### src/rtl/mock_cpu_pkg.sv
// Shared types and helpers for the mock CPU FIFO traffic generator/checker.
// Holds the LFSR polynomial, datapath widths, FSM state type and result model.
package mock_cpu_pkg;

    localparam int DATA_W = 32;
    localparam int CNT_W  = 16;
    localparam logic [DATA_W-1:0] LFSR_MASK = 32'h8020_0003;

    typedef enum logic [1:0] {
        ST_IDLE,
        ST_RUN,
        ST_DONE
    } state_t;

    // The CPU side returns lo16 + hi16 with the carry kept in bit 16.
    function automatic logic [DATA_W-1:0] expected_sum(input logic [DATA_W-1:0] word);
        logic [16:0] sum;
        sum = {1'b0, word[15:0]} + {1'b0, word[31:16]};
        return {15'b0, sum};
    endfunction

endpackage

### src/rtl/mock_cpu_lfsr.sv
// 32-bit right-shifting Galois LFSR with seed load; a zero seed is replaced by 1.
// Latency: state updates one cycle after load/advance.
// Backpressure: none; holds its value whenever advance is low.
module mock_cpu_lfsr
    import mock_cpu_pkg::*;
(
    input  logic              clk,
    input  logic              rst,
    input  logic [DATA_W-1:0] seed,
    input  logic              load,
    input  logic              advance,
    output logic [DATA_W-1:0] state
);

    logic [DATA_W-1:0] seed_nz;
    logic [DATA_W-1:0] nxt;

    assign seed_nz = (seed == '0) ? {{(DATA_W-1){1'b0}}, 1'b1} : seed;
    assign nxt     = {1'b0, state[DATA_W-1:1]} ^ (state[0] ? LFSR_MASK : '0);

    always_ff @(posedge clk) begin
        if (rst || load) begin
            state <= seed_nz;
        end else if (advance) begin
            state <= nxt;
        end
    end

endmodule

### src/rtl/mock_cpu_traffic.sv
// Uncore-side traffic generator/checker: writes LFSR words, checks returned lo+hi sums.
// Latency: winc/rinc are combinational from wfull/rempty; status updates the cycle after a read.
// Backpressure: writes stall on wfull, reads stall on rempty; a read-side watchdog aborts the run.
module mock_cpu_traffic
    import mock_cpu_pkg::*;
#(
    parameter int                NUM_WORDS = 64,
    parameter logic [DATA_W-1:0] SEED      = 32'h0000_0001,
    parameter int                TIMEOUT   = 4096
) (
    input  logic              clk,
    input  logic              rst,
    input  logic              start,
    output logic [DATA_W-1:0] wdata,
    output logic              winc,
    input  logic              wfull,
    input  logic [DATA_W-1:0] rdata,
    output logic              rinc,
    input  logic              rempty,
    output logic              busy,
    output logic              done,
    output logic              pass,
    output logic [CNT_W-1:0]  err_count,
    output logic [CNT_W-1:0]  first_err_idx
);

    localparam logic [CNT_W-1:0] NUM_W        = CNT_W'(NUM_WORDS);
    localparam logic [31:0]      TIMEOUT_LAST = 32'(TIMEOUT - 1);

    state_t            st;
    logic [CNT_W-1:0]  wr_cnt;
    logic [CNT_W-1:0]  rd_cnt;
    logic [31:0]       idle_cnt;
    logic [DATA_W-1:0] gen_q;
    logic [DATA_W-1:0] chk_q;
    logic              run;
    logic              load;
    logic              mismatch;
    logic [CNT_W-1:0]  err_next;

    assign run      = (st == ST_RUN);
    assign load     = start && !run;
    assign winc     = run && (wr_cnt < NUM_W) && !wfull;
    assign rinc     = run && (rd_cnt < NUM_W) && !rempty;
    assign wdata    = gen_q;
    assign mismatch = (rdata != expected_sum(chk_q));

    // Next error count, so completion can judge pass including the final compare.
    always_comb begin
        err_next = err_count;
        if (rinc && mismatch && (err_count != '1)) begin
            err_next = err_count + 1'b1;
        end
    end

    mock_cpu_lfsr u_gen (
        .clk     (clk),
        .rst     (rst),
        .seed    (SEED),
        .load    (load),
        .advance (winc),
        .state   (gen_q)
    );

    mock_cpu_lfsr u_chk (
        .clk     (clk),
        .rst     (rst),
        .seed    (SEED),
        .load    (load),
        .advance (rinc),
        .state   (chk_q)
    );

    always_ff @(posedge clk) begin
        if (rst) begin
            st            <= ST_IDLE;
            busy          <= 1'b0;
            done          <= 1'b0;
            pass          <= 1'b0;
            err_count     <= '0;
            first_err_idx <= '1;
            wr_cnt        <= '0;
            rd_cnt        <= '0;
            idle_cnt      <= '0;
        end else begin
            case (st)
                ST_IDLE, ST_DONE: begin
                    if (start) begin
                        st            <= ST_RUN;
                        busy          <= 1'b1;
                        done          <= 1'b0;
                        pass          <= 1'b0;
                        err_count     <= '0;
                        first_err_idx <= '1;
                        wr_cnt        <= '0;
                        rd_cnt        <= '0;
                        idle_cnt      <= '0;
                    end
                end
                ST_RUN: begin
                    if (winc) begin
                        wr_cnt <= wr_cnt + 1'b1;
                    end
                    err_count <= err_next;
                    if (rinc) begin
                        if (mismatch && (err_count == '0)) begin
                            first_err_idx <= rd_cnt;
                        end
                        rd_cnt   <= rd_cnt + 1'b1;
                        idle_cnt <= '0;
                        if (rd_cnt == NUM_W - 1'b1) begin
                            st   <= ST_DONE;
                            busy <= 1'b0;
                            done <= 1'b1;
                            pass <= (err_next == '0);
                        end
                    end else if (idle_cnt == TIMEOUT_LAST) begin
                        st   <= ST_DONE;
                        busy <= 1'b0;
                        done <= 1'b1;
                        pass <= 1'b0;
                    end else begin
                        idle_cnt <= idle_cnt + 1'b1;
                    end
                end
                default: st <= ST_IDLE;
            endcase
        end
    end

endmodule
### config.mk
export PLATFORM = sky130hd
export DESIGN_NAME = mock_cpu_traffic
export DESIGN_NICKNAME = d
export VERILOG_FILES = /design/src/rtl/mock_cpu_pkg.sv /design/src/rtl/mock_cpu_lfsr.sv /design/src/rtl/mock_cpu_traffic.sv
export SDC_FILE = /design/constraint.sdc
export NUM_CORES = 1
export LEC_CHECK = 0
export CAP_MARGIN = 5
export CORE_UTILIZATION = 50
export DETAILED_ROUTE_END_ITERATION = 8
export MAX_ROUTING_LAYER = met4
export PLACE_DENSITY_LB_ADDON = 0.25
export SLEW_MARGIN = 0
export SYNTH_ARGS = -nofsm -noshare
export SYNTH_HDL_FRONTEND = slang
export SYNTH_HIERARCHICAL = 1
export SYNTH_SLANG_ARGS = --single-unit
### constraint.sdc
create_clock -name clk -period 5.6 [get_ports clk]
set_input_delay 0.56 -clock clk [delete_from_list [all_inputs] [get_ports clk]]
set_output_delay 0.56 -clock clk [all_outputs]
set_load 0.01 [all_outputs]
==> results_dict.tcl <==
set metrics [dict create \
    status "finished, final reports clean" \
    finalHoldViolCount 0 \
    worstSkewPairLatency_ns 0.43 \
    wl_met1_mm 8.90 \
    fin_crit_sh_pct 75.8 \
    fin_crit_ns 4.24 \
    hold_path.class "reg -> reg" \
    antenna_found_initial 0 \
    tns_ns 0 \
    clock_path_buffers 2 \
    drtIter0Drc 566 \
    synth_enable_flop_cells 64 \
    hpwlAfterDp_mm 13.6 \
    drtAntennaViolNets 0 \
    synth-seq-area-share_pct 45.4 \
    firstDrtPassIters 5 \
    drc_errors 0 \
    worstPathRequired_ns 5.95 \
    drv_cap 0 \
    portBuffers 105 \
    cts_sinks 165 \
    syn_area_per_cell_um2 9.69 \
    ys_ff_latch 165 \
    insertedDiodeCount 0 \
    coreArea_mm2 0.0168 \
    post-cts-setup-buffer-count 0 \
    drt-total-wl_mm 19.5 \
    seqPwrFrac_pct 43.4 \
    yosysMostFrequentCell "nor2_1" \
    avgRoutedWirePerCell_um 14.4 \
    htree_levels 4 \
    die_x_um 134 \
    critPathMaxFanout 16 \
    grt_setup_unrepaired "false" \
    vias 7243 \
    swShare_pct 28.8 \
    fin_area_mm2 0.0109 \
    tightest_slew_ns 0.975 \
    wl_met2_mm 9.21 \
    slew_headroom_pct 34.8 \
    r2r-start "u_chk/state[0]$_DFFE_PP_" \
    min_from "first_err_idx[6]$_SDFFE_PP1P_" \
    synthFlopType "dfxtp_1" \
    ios 106 \
    ir_drop_uv 287 \
    cts_resized 0 \
    slew_violations 0 \
    clk_pin_slew_worst_paths_ns 0.07 \
    clock_skew_ns 0.0131 \
    synth_top_cell_by_area "dfxtp_1" \
    track_usage_pct 22.8 \
    grt_pass1_vias 6775 \
    synth_common_cells "113 x nor2_1, 101 x dfxtp_1, 64 x edfxtp_1, 56 x mux2_2, 55 x a21oi_1" \
    finalNetCount 1174 \
    cts_hold_buf 0 \
    ys_types 67 \
    fp.dieArea_mm2 0.0179 \
    netlist_area_mm2 0.00869 \
    drive_gt1_share_pct 9.75 \
    post_dp_cell_area_mm2 0.0103 \
    end_kind "flip-flop" \
    rows 47 \
    p_clk_share_pct 35.8 \
    synthTopCellsByArea "dfxtp_1 23%, edfxtp_1 22%, mux2_2 7.3%" \
    area_growth_pct 25.4 \
    grt_pass1_wl_mm 31.9 \
    final-setup-viol-count 0 \
    routed-wl-met3_mm 1.04 \
    synth_top_cell_area_share_pct 23.3 \
    p_int_mw 2.28 \
    async_flop_share_pct 0 \
    powerDensity_mw_per_mm2 294 \
    cp.arrival_ns 4.59 \
    route.top_layer_used "met4" \
    p_leak_nw 4.15 \
    fmax_ghz 0.236 \
    pwr-share-comb_pct 20.7 \
    die_h_um 134 \
    numCtsBuffers 17 \
    root_buffer "clkbuf_16" \
    yosysWarnings 6 \
    gp_congestion 0.884 \
    overflow 0 \
    via_per_inst 5.37 \
    cp-startpoint "u_chk/state[0]$_DFFE_PP_" \
    power_switching_mw 0.924 \
    postSynthCellCount 897 \
    start_util_pct 51.9 \
    critPathKind "reg -> reg" \
    cts_tree "done" \
    grt_max_degree 44 \
    startpoint_type "flip-flop" \
]
==> sequential cells by signal, summed over array words and instances, names as in the netlist <==
signal,count
idle_cnt,32
u_chk/state,32
u_gen/state,32
err_count,16
first_err_idx,16
rd_cnt,16
wr_cnt,16
st,2
busy,1
done,1
pass,1
==> layout by cell type (no fill, tap or decap), types with 26 or more instances in the layout <==
cell,count
conb_1,128
nor2_1,113
clkdlybuf4s50_1,105
dfxtp_1,101
edfxtp_1,64
mux2_2,56
a21oi_1,55
nand2_1,46
o21ai_0,33
nor4_1,32
nand4_1,29
xnor2_1,28
xor2_1,28
nor3_1,26
==> stage by stage <==
| stage | std cells | hold WS [ns] | power, mW | worst slack (ns) | utilization [%] |
|---|---|---|---|---|---|
| 2_1_floorplan | 1023 | 0.437 | 1.86 | 1.87 | - |
| 3_3_place_gp | 1316 | 0.433 | 2.06 | 1.52 | 61.6 |
| 3_5_place_dp | 1316 | 0.441 | 2.07 | 1.41 | 61.6 |
| 4_1_cts | 1348 | 0.453 | 3.22 | 1.38 | 65.1 |
| 5_1_grt | 1348 | 0.465 | 3.35 | 1.08 | 65.1 |
| 6_report | 1348 | 0.452 | 3.21 | 1.36 | 65.1 |
==> worst max-delay path, cell delays in order, from the launching register on <==
cell and delay (ns):
edfxtp_1 0.48, ha_1 0.28, fa_1 0.41, a211oi_1 0.37, o21a_1 0.23, nor3_1 0.05
a211o_1 0.26, a2111oi_2 0.37, nand4_1 0.23, or2_1 0.45, and4_1 0.35, mux2i_1 0.15
a211o_1 0.32, o31ai_2 0.22
==> power by group through the flow <==
| stage | clock network, mW | registers, mW | logic [mW] |
|---|---|---|---|
| after CTS | 1.17 | 1.39 | 0.662 |
| after global routing | 1.21 | 1.40 | 0.730 |
| after floorplan | 0 | 1.43 | 0.431 |
| after global placement | 0 | 1.42 | 0.644 |
| final | 1.15 | 1.39 | 0.665 |
| after detailed placement | 0 | 1.42 | 0.654 |
==> metal layers <==
metal  vias up  track usage, %
met4         0            7.64
met1      3414            28.6
li1       3639               -
met2       168            36.7
met3        22            4.72
met5         -               -
==> path summary, 6_finish.rpt <==
kind,to,slack (ns),cells after the start
min reg2reg,first_err_idx[6]$_SDFFE_PP1P_,0.45,1
max reg2reg,pass$_SDFFE_PP0P_,1.36,13
min,first_err_idx[6]$_SDFFE_PP1P_,0.45,1
max,pass$_SDFFE_PP0P_,1.36,13
==> cells by family after synthesis <==
group	synth area share, %
AND/OR/NAND/NOR	20.8
AO/OA/AOI/OAI	13.4
flip-flops	45.4
multiplexers	8.20
XOR/XNOR	5.64
buffers and inverters	3.25
adder cells (fa/ha/maj)	3.25
other	0.0864
==> area by class of cell <==
class / instances / area [µm²]
fill: 1433 / 5860
multi-input combinational: 803 / 4940
sequential: 165 / 3940
timing repair buffer: 113 / 1110
clock buffer: 20 / 479
tap: 220 / 275
clock inverter: 12 / 100
inverter: 15 / 56.3
No activity file was read; power rests on OpenSTA's default activity.
